--- src/rtl/ls_err_cnt_mc_if.sv ---
// ls_err_cnt_mc_if: host/test-chip signal bundle for the multi-channel error counter
interface ls_err_cnt_mc_if #(
    parameter int N_CH  = 8,
    parameter int CNT_W = 16,
    parameter int LAT_W = 4,
    parameter int SEL_W = 3
);
    logic             en_i;
    logic             clr_i;
    logic [LAT_W-1:0] lat_i;
    logic [N_CH-1:0]  q_i;
    logic [N_CH-1:0]  data_i;
    logic             snap_i;
    logic [SEL_W-1:0] rd_sel_i;
    logic [CNT_W-1:0] rd_cnt_o;
    logic [N_CH-1:0]  sat_o;
    logic             err_any_o;
    logic             busy_o;
    modport master (
        output en_i, clr_i, lat_i, q_i, data_i, snap_i, rd_sel_i,
        input  rd_cnt_o, sat_o, err_any_o, busy_o
    );
    modport slave (
        input  en_i, clr_i, lat_i, q_i, data_i, snap_i, rd_sel_i,
        output rd_cnt_o, sat_o, err_any_o, busy_o
    );
endinterface

--- src/rtl/ls_err_cnt_mc.sv ---
// ls_err_cnt_mc: per-channel Q vs delayed DATA error counter with saturation, snapshot and readout
module ls_err_cnt_mc #(
    parameter int N_CH  = 8,
    parameter int CNT_W = 16,
    parameter int LAT_W = 4,
    parameter int SEL_W = 3
) (
    input logic            CLK,
    input logic            RST,
    ls_err_cnt_mc_if.slave bus
);
    localparam int IW    = $clog2(N_CH);
    localparam int DEPTH = 2 ** LAT_W;
    localparam logic [LAT_W:0]   ONE   = 1;
    localparam logic [CNT_W-1:0] MAXM1 = {{(CNT_W-1){1'b1}}, 1'b0};
    typedef enum logic [1:0] {IDLE, FILL, COUNT} state_t;
    state_t           state_q, state_d;
    logic [LAT_W-1:0] lat_q, lat_d;
    logic [LAT_W:0]   fill_q, fill_d;
    logic [N_CH-1:0]  q_q, mis, inc, sat_q, sat_d;
    logic [N_CH-1:0]  dl_q [DEPTH];
    logic [CNT_W-1:0] cnt_q [N_CH];
    logic [CNT_W-1:0] cnt_d [N_CH];
    logic [CNT_W-1:0] shd_q [N_CH];
    logic [CNT_W-1:0] rd_q, rd_d;
    logic             err_q, err_d;

    // FILL lasts lat_q+1 cycles so the delay line holds only in-session DATA
    always_comb begin
        state_d = state_q;
        lat_d   = lat_q;
        fill_d  = fill_q;
        unique case (state_q)
            IDLE: if (bus.en_i) begin
                state_d = FILL;
                lat_d   = bus.lat_i;
                fill_d  = {1'b0, bus.lat_i} + ONE;
            end
            FILL: begin
                fill_d  = fill_q - ONE;
                state_d = !bus.en_i ? IDLE : (fill_q == ONE) ? COUNT : FILL;
            end
            COUNT: state_d = bus.en_i ? COUNT : IDLE;
            default: state_d = IDLE;
        endcase
    end

    assign mis = q_q ^ dl_q[lat_q];

    always_comb begin
        inc   = '0;
        sat_d = '0;
        for (int i = 0; i < N_CH; i++) begin
            inc[i]   = state_q == COUNT && mis[i] && cnt_q[i] != '1;
            cnt_d[i] = bus.clr_i ? '0 : cnt_q[i] + CNT_W'(inc[i]);
            sat_d[i] = !bus.clr_i && (sat_q[i] || (inc[i] && cnt_q[i] == MAXM1));
        end
        err_d = !bus.clr_i && (err_q || (|inc));
        rd_d  = 32'(bus.rd_sel_i) < N_CH ? shd_q[bus.rd_sel_i[IW-1:0]] : '0;
    end

    always_ff @(posedge CLK or posedge RST) begin
        if (RST) begin
            state_q <= IDLE;
            lat_q   <= '0;
            fill_q  <= '0;
            q_q     <= '0;
            sat_q   <= '0;
            err_q   <= '0;
            rd_q    <= '0;
            dl_q    <= '{default: '0};
            cnt_q   <= '{default: '0};
            shd_q   <= '{default: '0};
        end else begin
            state_q <= state_d;
            lat_q   <= lat_d;
            fill_q  <= fill_d;
            q_q     <= bus.q_i;
            sat_q   <= sat_d;
            err_q   <= err_d;
            rd_q    <= rd_d;
            dl_q[0] <= bus.data_i;
            for (int k = 1; k < DEPTH; k++) dl_q[k] <= dl_q[k-1];
            cnt_q   <= cnt_d;
            if (bus.snap_i) shd_q <= cnt_q;
        end
    end

    assign bus.rd_cnt_o  = rd_q;
    assign bus.sat_o     = sat_q;
    assign bus.err_any_o = err_q;
    assign bus.busy_o    = state_q != IDLE;
endmodule

--- src/flat_wrapper.sv ---
// flat-port wrapper written by rule: the top's interface ports become plain ports
module ls_err_cnt_mc_flat 
#(
    parameter int N_CH  = 8,
    parameter int CNT_W = 16,
    parameter int LAT_W = 4,
    parameter int SEL_W = 3
)
  (CLK, RST, bus_en_i, bus_clr_i, bus_lat_i, bus_q_i, bus_data_i, bus_snap_i, bus_rd_sel_i, bus_rd_cnt_o, bus_sat_o, bus_err_any_o, bus_busy_o);
  ls_err_cnt_mc_if #(.N_CH(N_CH), .CNT_W(CNT_W), .LAT_W(LAT_W), .SEL_W(SEL_W)) bus_i ();
  input logic CLK;
  input logic RST;
  input wire logic [$bits(bus_i.en_i)-1:0] bus_en_i;
  input wire logic [$bits(bus_i.clr_i)-1:0] bus_clr_i;
  input wire logic [$bits(bus_i.lat_i)-1:0] bus_lat_i;
  input wire logic [$bits(bus_i.q_i)-1:0] bus_q_i;
  input wire logic [$bits(bus_i.data_i)-1:0] bus_data_i;
  input wire logic [$bits(bus_i.snap_i)-1:0] bus_snap_i;
  input wire logic [$bits(bus_i.rd_sel_i)-1:0] bus_rd_sel_i;
  output wire logic [$bits(bus_i.rd_cnt_o)-1:0] bus_rd_cnt_o;
  output wire logic [$bits(bus_i.sat_o)-1:0] bus_sat_o;
  output wire logic [$bits(bus_i.err_any_o)-1:0] bus_err_any_o;
  output wire logic [$bits(bus_i.busy_o)-1:0] bus_busy_o;
  assign bus_i.en_i = bus_en_i;
  assign bus_i.clr_i = bus_clr_i;
  assign bus_i.lat_i = bus_lat_i;
  assign bus_i.q_i = bus_q_i;
  assign bus_i.data_i = bus_data_i;
  assign bus_i.snap_i = bus_snap_i;
  assign bus_i.rd_sel_i = bus_rd_sel_i;
  assign bus_rd_cnt_o = bus_i.rd_cnt_o;
  assign bus_sat_o = bus_i.sat_o;
  assign bus_err_any_o = bus_i.err_any_o;
  assign bus_busy_o = bus_i.busy_o;
  ls_err_cnt_mc #(.N_CH(N_CH), .CNT_W(CNT_W), .LAT_W(LAT_W), .SEL_W(SEL_W)) u_core (.CLK(CLK), .RST(RST), .bus(bus_i));
endmodule
--- config.mk ---
export PLATFORM = sky130hd
export DESIGN_NAME = ls_err_cnt_mc_flat
export DESIGN_NICKNAME = d
export VERILOG_FILES = /design/src/rtl/ls_err_cnt_mc_if.sv /design/src/rtl/ls_err_cnt_mc.sv /design/src/flat_wrapper.sv
export SDC_FILE = /design/constraint.sdc
export NUM_CORES = 1
export LEC_CHECK = 0
export CAP_MARGIN = 20
export CORE_MARGIN = 1.5
export CORE_UTILIZATION = 60
export CTS_CLUSTER_DIAMETER = 150
export CTS_CLUSTER_SIZE = 20
export DETAILED_ROUTE_END_ITERATION = 8
export GPL_TIMING_DRIVEN = 0
export PLACE_DENSITY = 0.78
export REMOVE_ABC_BUFFERS = 1
export SETUP_SLACK_MARGIN = 0.15
export SLEW_MARGIN = 20
export SYNTH_ARGS = -nofsm -noshare
export SYNTH_HDL_FRONTEND = slang
export SYNTH_SLANG_ARGS = --single-unit
--- constraint.sdc ---
create_clock -name CLK -period 19.9 [get_ports CLK]
set_input_delay 3.98 -clock CLK [delete_from_list [all_inputs] [get_ports CLK]]
set_output_delay 3.98 -clock CLK [all_outputs]
set_load 0.03 [all_outputs]
==> flow_summary.toml <==
[synthesis]
yosysTopAreaCellShare_pct = 60.1
synth_common_cells = "dfrtp_1, mux2_2, nor2_1"
synth.cell_area_mm2 = 0.0178
synthArstFlopShare_pct = 100
synthFlopType = "dfrtp_1"
yosys_warnings = 0
synth_most_common_cell = "dfrtp_1"
ys_top_cells_by_area = "dfrtp_1, mux2_2, mux4_2"
synth_cell_types = 52
synth_area_per_cell_um2 = 13.4
yosys.area.top_type = "dfrtp_1"
synth_cells = 1325
synth_edf_count = 0
yosysSeqAreaShare_pct = 60.1
yosys_register_bits = 428

[critical_path]
crit_required_ns = 15.92
slowest_delay_ns = 0.59
crit_path_start_kind = "flip-flop"
crit_chain = "or2_2 -> clkdlybuf4s50_1"
crit_type = "flip-flop to output port"
critPathCaptureType = "output port"
critPathSlowestCell = "clkdlybuf4s50_1"
crit_arrival_ns = 2.00
cp_max_fo = 14

[global_routing]
antenna_found_initial = 0
grt_usage_pct = 22.9
grt_max_degree = 114
grt.overflow.total = 0
grt_pass1_wl_um = 55800
grt_pass1_vias = 10400

[final_layout]
nets = 1402
diodes = 0
multi_input_area_mm2 = 0.00674
seq_area_mm2 = 0.0107
n_fill_cell = 2038
drive_above_1_share_pct = 17.2
syn_to_final_growth_pct = 8.91

[sta]
max_freq_mhz = 167
post-route-period-util_pct = 30.0
hold_viol = 0
worst_slack_ns = 13.92
whs_ns = 0.362
drv_slew = 0
tightest_slew_ns = 0.873
rsz0062_at_grt = "false"
slew_headroom_pct = 41.8
skew_ns = 0.0206
period_minus_slack_ns = 5.98
finalSetupViolCount = 0

[clock_tree]
cts_resized = 0
clk_pin_slew_worst_paths_ns = 0.08
cts_sinks = 428
cts_tree = "yes"
hold_buffers = 0
cts_max_level = 1
cts_buffer_depth = 3
clk-insertion-delay-late_ns = 0.56
cts_root_buffer = "clkbuf_16"
cts_setup_buffers = 0
cts_buffers = 25

[power]
max-vdd-ir-drop_mv = 0.0785
leakagePower_uw = 0.00880
cellPowerDensity_mw_per_mm2 = 82.2

[floorplan]
core_area_mm2 = 0.0289
pin_count = 54
initial_core_util_pct = 61.6
rows = 62
die_x_um = 175
dieArea_mm2 = 0.0307
fp.dieH_um = 175

[routing]
drc = 0
routed_wl_um = 34100
drt_pass1_iterations = 4
via_per_inst = 5.96
vias = 10400
drt_iter0_drc = 690
antenna_left = 0
detail_route.wl_per_cell_um = 19.6

[worst_hold_path]
min_path_type = "flip-flop to flip-flop"

[placed_design]
hpwlAfterDp_um = 22600
gp_congestion = 0.806
dp_slack_ns = 14.23
io_buffer_count = 53

[run_status]
outcome = "complete, no violations"

[flow_run]
drv_cap = 0
-- path summary, 6_finish.rpt --
path                                   start          endpoint  slack, ns  depth (start not counted)
setup / recovery           u_core.state_q[0]        bus_busy_o      13.92                          2
hold / removal              u_core.dl_q[111]  u_core.dl_q[103]       0.36                          0
setup reg to reg             u_core.lat_q[0]  u_core.cnt_q[76]      15.79                         11
hold reg to reg             u_core.dl_q[111]  u_core.dl_q[103]       0.36                          0
max in group asynchronous                RST  u_core.shd_q[77]      14.94                          4
min in group asynchronous                RST     u_core.q_q[5]       3.83                          2
-- state kept, by name, indices dropped and copies added, names as in the netlist --
register,cells
u_core.cnt_q,128
u_core.dl_q,128
u_core.bus.err_any_o,1
u_core.bus.rd_cnt_o,16
u_core.lat_q,4
u_core.bus.sat_o,8
u_core.fill_q,5
u_core.shd_q,128
u_core.q_q,8
u_core.state_q,2
-- worst max-delay path, delay by kind of cell (launching register included) --
family / cells / cell delay [ns]
buf+inv: 1 / 0.59
simple gates: 1 / 0.33
flops: 1 / 0.52
-- report_power, final --
| group | total, uW | internal (uW) | switching [uW] |
|---|---|---|---|
| Clock | 497 | 227 | 270 |
| Combinational | 165 | 81.5 | 83.2 |
| Sequential | 933 | 892 | 40.9 |
| Total | 1590 | 1200 | 394 |
-- through the flow --
step / instance area (um2) / util, % / total power (uW) / cells / setup TNS [ns]
floorplan: 17500 / - / 1050 / 1268 / 0
global placement: 18500 / 64.1 / 1110 / 1705 / -177.52
detailed placement: 18700 / 64.8 / 1120 / 1712 / 0
CTS: 19400 / 67.1 / 1610 / 1741 / 0
global route: 19400 / 67.1 / 1660 / 1741 / 0
finish: 19400 / 67.1 / 1590 / 1741 / 0
-- area by class of cell --
class | instances | share of cell area (%)
inverters | 22 | 0.464
well taps | 384 | 2.48
clock buffers | 27 | 3.26
clock inverters | 2 | 0.129
flip-flops and latches | 428 | 55.2
repair buffers | 60 | 3.72
multi-input cells | 818 | 34.7
-- layout by cell type (no fill, tap or decap), types with 7 or more instances in the layout --
master / n
dfrtp_1: 426
mux2_2: 147
nor2_1: 128
xor2_1: 71
nand3_1: 58
nand2_1: 53
clkdlybuf4s50_1: 49
a21oi_1: 37
mux4_2: 35
xnor2_1: 31
mux2i_1: 30
o21ai_0: 29
nand4_1: 27
or3_1: 27
clkbuf_16: 25
inv_1: 20
ha_1: 19
mux4_1: 17
nor3_1: 13
and3_1: 12
nor2b_1: 12
and4_1: 9
a22oi_1: 8
nand2b_1: 8
a31oi_1: 8
buf_16: 7
-- routing by layer --
metal	track usage [%]	share of wire, %	vias to the layer above
met1	34.3	46	5397
met2	36.1	47	191
met4	6.34	2.6	0
met3	2.77	4.0	63
li1	-	-	4728
met5	0	0	-
-- cells by family (layout without fill, tap and decap cells) --
family / after synthesis / after routing / synth area share, %
buffers and inverters: 79 / 111 / 2.06
AOI/OAI and AO/OA: 106 / 106 / 3.64
xor gates and xnor gates: 102 / 102 / 5.01
and+or+nand+nor: 362 / 362 / 9.92
muxes: 229 / 229 / 17.9
DFF: 428 / 428 / 60.1
adders and majority gates: 19 / 19 / 1.33
Note: power is estimated with default switching activity, not from simulation.
